[src/rtl/traffic_pkg.sv]
// Shared phase encodings, light patterns and cycle-order helper for the intersection controller.
package traffic_pkg;

    localparam logic [2:0] MAIN_G = 3'd0;
    localparam logic [2:0] MAIN_Y = 3'd1;
    localparam logic [2:0] CLR_1  = 3'd2;
    localparam logic [2:0] SIDE_G = 3'd3;
    localparam logic [2:0] SIDE_Y = 3'd4;
    localparam logic [2:0] CLR_2  = 3'd5;
    localparam logic [2:0] EMERG  = 3'd6;

    localparam logic [2:0] LT_RED = 3'b100;
    localparam logic [2:0] LT_YEL = 3'b010;
    localparam logic [2:0] LT_GRN = 3'b001;

    // Normal cycle successor; EMERG and illegal codes fall back to the clearance phase.
    function automatic logic [2:0] next_phase(input logic [2:0] ph);
        case (ph)
            MAIN_G:  next_phase = MAIN_Y;
            MAIN_Y:  next_phase = CLR_1;
            CLR_1:   next_phase = SIDE_G;
            SIDE_G:  next_phase = SIDE_Y;
            SIDE_Y:  next_phase = CLR_2;
            CLR_2:   next_phase = MAIN_G;
            default: next_phase = CLR_2;
        endcase
    endfunction

endpackage

[src/rtl/bin2bcd_99.sv]
// Combinational 7-bit binary to two-digit BCD, valid for inputs 0..99.
module bin2bcd_99 (
    input  logic [6:0] bin,
    output logic [7:0] bcd
);

    logic [3:0] tens;
    logic [3:0] ones;

    always_comb begin
        tens = 4'(bin / 7'd10);
        ones = 4'(bin % 7'd10);
        bcd  = {tens, ones};
    end

endmodule

[src/rtl/traffic_light_ctrl.sv]
// Two-road intersection sequencer: tick-timed phase cycle, side-road request shortening
// of main green, emergency all-red override, and BCD countdown for the display.
module traffic_light_ctrl
    import traffic_pkg::*;
#(
    parameter int unsigned G_MAIN  = 30,
    parameter int unsigned G_SIDE  = 20,
    parameter int unsigned Y_TIME  = 3,
    parameter int unsigned R_ALL   = 2,
    parameter int unsigned G_SHORT = 5,
    parameter int unsigned CNT_W   = 7
) (
    input  logic       clk,
    input  logic       rst,
    input  logic       tick,
    input  logic       side_req,
    input  logic       emerg,
    output logic [2:0] main_light,
    output logic [2:0] side_light,
    output logic [7:0] cnt_bcd,
    output logic [2:0] phase
);

    localparam logic [CNT_W-1:0] CntMain  = CNT_W'(G_MAIN);
    localparam logic [CNT_W-1:0] CntSide  = CNT_W'(G_SIDE);
    localparam logic [CNT_W-1:0] CntYel   = CNT_W'(Y_TIME);
    localparam logic [CNT_W-1:0] CntClr   = CNT_W'(R_ALL);
    localparam logic [CNT_W-1:0] CntShort = CNT_W'(G_SHORT);
    localparam logic [CNT_W-1:0] CntOne   = CNT_W'(1);

    logic [2:0]       state_q, state_d;
    logic [CNT_W-1:0] cnt_q, cnt_d;
    logic             req_q, req_d;
    logic             req_eff;

    function automatic logic [CNT_W-1:0] duration(input logic [2:0] ph);
        case (ph)
            MAIN_G:         duration = CntMain;
            SIDE_G:         duration = CntSide;
            MAIN_Y, SIDE_Y: duration = CntYel;
            default:        duration = CntClr;
        endcase
    endfunction

    always_comb begin
        state_d = state_q;
        cnt_d   = cnt_q;
        // A request in the current cycle counts immediately, not one edge later.
        req_eff = req_q | side_req;
        req_d   = req_eff;

        if (emerg) begin
            state_d = EMERG;
            cnt_d   = '0;
        end else begin
            case (state_q)
                EMERG: begin
                    state_d = CLR_2;
                    cnt_d   = CntClr;
                end
                MAIN_G, MAIN_Y, CLR_1, SIDE_G, SIDE_Y, CLR_2: begin
                    if (state_q == MAIN_G && req_eff && cnt_q > CntShort) begin
                        cnt_d = CntShort;
                    end else if (tick) begin
                        if (cnt_q > CntOne) begin
                            cnt_d = cnt_q - CntOne;
                        end else begin
                            state_d = next_phase(state_q);
                            cnt_d   = duration(state_d);
                        end
                    end
                end
                default: begin
                    state_d = CLR_2;
                    cnt_d   = CntClr;
                end
            endcase
        end

        if (state_d == SIDE_G && state_q != SIDE_G) begin
            req_d = 1'b0;
        end
    end

    always_ff @(posedge clk) begin
        if (rst) begin
            state_q <= MAIN_G;
            cnt_q   <= CntMain;
            req_q   <= 1'b0;
        end else begin
            state_q <= state_d;
            cnt_q   <= cnt_d;
            req_q   <= req_d;
        end
    end

    always_comb begin
        main_light = LT_RED;
        side_light = LT_RED;
        case (state_q)
            MAIN_G:  main_light = LT_GRN;
            MAIN_Y:  main_light = LT_YEL;
            SIDE_G:  side_light = LT_GRN;
            SIDE_Y:  side_light = LT_YEL;
            default: ;
        endcase
        phase = state_q;
    end

    bin2bcd_99 u_bin2bcd (
        .bin (7'(cnt_q)),
        .bcd (cnt_bcd)
    );

endmodule

[config.mk]
export PLATFORM = sky130hd
export DESIGN_NAME = traffic_light_ctrl
export DESIGN_NICKNAME = d
export VERILOG_FILES = /design/src/rtl/traffic_pkg.sv /design/src/rtl/bin2bcd_99.sv /design/src/rtl/traffic_light_ctrl.sv
export SDC_FILE = /design/constraint.sdc
export NUM_CORES = 1
export LEC_CHECK = 0
export CAP_MARGIN = 5
export CELL_PAD_IN_SITES_DETAIL_PLACEMENT = 1
export CELL_PAD_IN_SITES_GLOBAL_PLACEMENT = 2
export CORE_UTILIZATION = 25
export CTS_BUF_LIST = sky130_fd_sc_hd__clkbuf_8
export DETAILED_ROUTE_END_ITERATION = 10
export PLACE_DENSITY_LB_ADDON = 0.1
export SYNTH_ARGS = -nofsm -noshare
export SYNTH_HDL_FRONTEND = slang
export SYNTH_HIERARCHICAL = 1
export SYNTH_SLANG_ARGS = --single-unit
[constraint.sdc]
create_clock -name clk -period 2.6 [get_ports clk]
set_clock_uncertainty 0.1 [all_clocks]
set_input_delay 0.52 -clock clk [delete_from_list [all_inputs] [get_ports clk]]
set_output_delay 0.52 -clock clk [all_outputs]
set_load 0.1 [all_outputs]
==> impl_metrics.json <==
{
  "run_status": "complete, but fails checks",
  "failed_checks": "negative setup slack",
  "setup_viol": 4,
  "hold-path-endpoint": "req_q",
  "place_ws_ns": 0.0136,
  "gr-usage-all-layers_pct": 15.8,
  "cts_htree_levels": 1,
  "max-clock-path-buffers": 2,
  "tritoncts.num_buffers": 3,
  "share_of_final_layout_standard_cells_stronger_than_drive_strength_1_pct": 44.3,
  "io_buffers": 21,
  "first_pass_iteration_count_of_the_detailed_router": 4,
  "grt_start_max_net_pins": 11,
  "die-area_sq_mm": 0.00494,
  "worst_r2r_path_depth": 7,
  "drc": 0,
  "routedLengthMet1_microns": 1640,
  "synth_area_per_cell_sq_um": 7.72,
  "final_critical_path_setup_slack_ns": -0.201,
  "yosysTopAreaCellShare_pct": 18.9,
  "first_pass_grt_wire_length_microns": 6310,
  "mappedNetlistArea_sq_mm": 0.00117,
  "r2r-start": "cnt_q[1]",
  "number_of_flops_mapped_to_enable_cells_by_yosys": 0,
  "worstSetupStartpointType": "flop",
  "drv_cap": 0,
  "antennaDiodeCount": 0,
  "critical_path.endpoint_type": "output pin",
  "cell_pwr_density_mw_per_mm2": 533,
  "worst_slew_margin_rel_pct": 73.0,
  "core_sq_mm": 0.00441,
  "postRouteAntennaNets": 0,
  "timing_max_transition_violations_final": 0,
  "per_cell_via_count_in_the_routed_design": 5.29,
  "crit_path_max_fanout": 5,
  "synth_cell_types": 58,
  "grt.overflow.total": 0,
  "design.final.nets": 201,
  "n_fill_cell": 526,
  "rows": 24,
  "final_min_period_over_clock_period_pct": 108,
  "number_of_instances_in_the_synthesized_netlist": 151,
  "leakagePower_nw": 0.712,
  "worstHoldStart": "req_q",
  "yosys_warning_count": 6,
  "peakVddDrop_v": 0.000240,
  "fmax_mhz": 357,
  "worst_setup_path_startpoint": "cnt_q[5]",
  "final_non_filler_cell_total": 244,
  "via_count": 1290,
  "fp.dieH_microns": 70.3,
  "number_of_hold_repair_buffers_added_at_the_cts_stage": 0,
  "synth_seq_cells": 11,
  "io_pins": 22,
  "die_w_microns": 70.3,
  "wl_met2_microns": 1900,
  "clk_transition_reported_paths_ns": 0.06,
  "critical_path_required_ns": 1.98,
  "routed.top_layer": "met4",
  "setup_tns_ns": -0.553,
  "initial_utilization_pct": 26.4,
  "synth_fp_nets": 159,
  "antenna_found_initial": 0,
  "synth_sequential_area_ratio_pct": 18.9,
  "rsz0062_at_grt": "yes",
  "flow.area_growth_from_synthesis_pct": 58.6,
  "first_global_vias": 1335,
  "cts.sinks": 11,
  "timing_hold_violations_final": 0,
  "cts-root-buf": "sky130_fd_sc_hd__clkbuf_8",
  "crit-reg2reg-capture": "cnt_q[2]",
  "ys_async_sr_fraction_pct": 0,
  "tritoncts": "done",
  "critical_path_arrival_ns": 2.18,
  "worst-r2r-setup-slack_ns": 0.57,
  "crit_type": "flop to output pin",
  "post-dp-hpwl_microns": 2910,
  "insertion_delay_ns": 0.25,
  "ys.flop_type": "sky130_fd_sc_hd__dfxtp_1",
  "drt_iter0_markers": 29,
  "fin_total_pwr_w": 0.000985,
  "finalCriticalPeriod_ns": 2.80,
  "worst_hold_path.num_cells": 2,
  "synth_area_leaders": "sky130_fd_sc_hd__dfxtp_1 19%, sky130_fd_sc_hd__nand2_1 3.9%, sky130_fd_sc_hd__ha_1 3.2%",
  "max_slew.worst_pin.slew_ns": 0.404,
  "met3_routed_length_microns": 70,
  "gp_congestion": 0.777,
  "holdCritPathClass": "flop to flop",
  "routed_wl_microns": 3660,
  "wire_per_inst_microns": 15.0,
  "dp.cells": 237,
  "synth_area_leader_cell": "sky130_fd_sc_hd__dfxtp_1"
}
==> cell usage in the layout, fill, tap and decap left out, types with 3 or more instances in the layout <==
cell,n
sky130_fd_sc_hd__buf_6,4
sky130_fd_sc_hd__nor4_1,4
sky130_fd_sc_hd__inv_1,11
sky130_fd_sc_hd__buf_12,7
sky130_fd_sc_hd__nand2_1,12
sky130_fd_sc_hd__nor2_1,7
sky130_fd_sc_hd__dfxtp_2,6
sky130_fd_sc_hd__nand3_1,3
sky130_fd_sc_hd__nand2b_1,5
sky130_fd_sc_hd__buf_4,31
sky130_fd_sc_hd__nor2_4,3
sky130_fd_sc_hd__clkdlybuf4s50_1,4
sky130_fd_sc_hd__o21ai_1,4
sky130_fd_sc_hd__a311oi_1,3
sky130_fd_sc_hd__dfxtp_1,4
sky130_fd_sc_hd__clkbuf_8,3
sky130_fd_sc_hd__or3_1,3
sky130_fd_sc_hd__nand3b_1,3
sky130_fd_sc_hd__xnor2_1,4
sky130_fd_sc_hd__a21oi_1,6
sky130_fd_sc_hd__nor3_1,4
==> worst max-delay path by stage <==
stage            endpoint  slack [ns]  cells past startpoint
3_5_place_dp   cnt_bcd[1]        0.01                      8
3_3_place_gp   cnt_bcd[1]        0.04                      8
5_1_grt        cnt_bcd[1]       -0.27                      8
4_1_cts        cnt_bcd[2]       -0.21                      8
2_1_floorplan  cnt_bcd[2]       -0.23                      8
6_report       cnt_bcd[1]       -0.20                      8
==> registers in the layout, indices dropped and copies added, names as in the netlist <==
register	flops
cnt_q	7
phase	3
req_q	1
==> layout make-up <==
class / instances / area, sq um / share of cell area [%]
Clock inverter: 1 / 3.75 / 0.203
Clock buffer: 3 / 41.3 / 2.23
Sequential cell: 11 / 231 / 12.5
Multi-Input combinational cell: 119 / 1000 / 54.3
Tap cell: 52 / 65.1 / 3.52
Timing Repair Buffer: 46 / 458 / 24.8
Inverter: 12 / 45.0 / 2.44
==> timing repair <==
item | CTS | global route
endpoints found under the setup margin | 4 | 4
pin swaps | 4 | 1
buffers inserted | 3 | 0
gates resized for setup | 10 | 6
==> stage by stage <==
step / cell area [sq um] / utilization (%) / hold WS (ns)
after floorplan: 1280 / - / 0.366
after CTS: 1830 / 41.4 / 0.416
after global routing: 1850 / 41.9 / 0.469
final: 1850 / 41.9 / 0.412
after detailed placement: 1710 / 38.7 / 0.399
after global placement: 1710 / 38.7 / 0.382
==> where the power goes <==
group          switching (W)  internal, W
clock network      0.0000739     0.000104
logic               0.000373     0.000232
registers          0.0000203     0.000182
total               0.000467     0.000518
==> cells in the mapped netlist (all sizes together) (3+ instances only) <==
cell type / count
nand2: 13
or3: 4
o21ai: 6
dfxtp: 11
inv: 12
ha: 3
nor4: 5
nor3: 5
xnor2: 4
nand3b: 3
buf: 5
a311oi: 3
nand3: 3
clkbuf: 4
nor2: 11
nor2b: 3
nand2b: 7
a21oi: 7
==> logic make-up (layout without fill, tap and decap cells) <==
kind of cell	count (synthesis)	after routing	share of synthesized area [%]
compound gates	43	43	30.0
flops	11	11	18.9
buf+inv	21	62	8.15
fa+ha+maj	3	3	3.22
simple gates	65	65	33.5
mux	2	2	1.72
xor+xnor	6	6	4.51
==> metal layers <==
metal	vias to the layer above	global-route usage, %
met5	-	0
met4	0	5.33
met3	5	1.44
met2	17	28.8
met1	629	19.1
li1	639	-
==> worst max-delay path: stages, from the launching register on <==
cell                       delay [ns]
sky130_fd_sc_hd__dfxtp_2         0.34
sky130_fd_sc_hd__or3b_4          0.39
sky130_fd_sc_hd__a31o_1          0.21
sky130_fd_sc_hd__o211ai_2        0.08
sky130_fd_sc_hd__inv_2           0.08
sky130_fd_sc_hd__ha_4            0.17
sky130_fd_sc_hd__or3_4           0.37
sky130_fd_sc_hd__o211ai_4        0.09
sky130_fd_sc_hd__buf_12          0.20
Power figures use the tool's default switching activity.
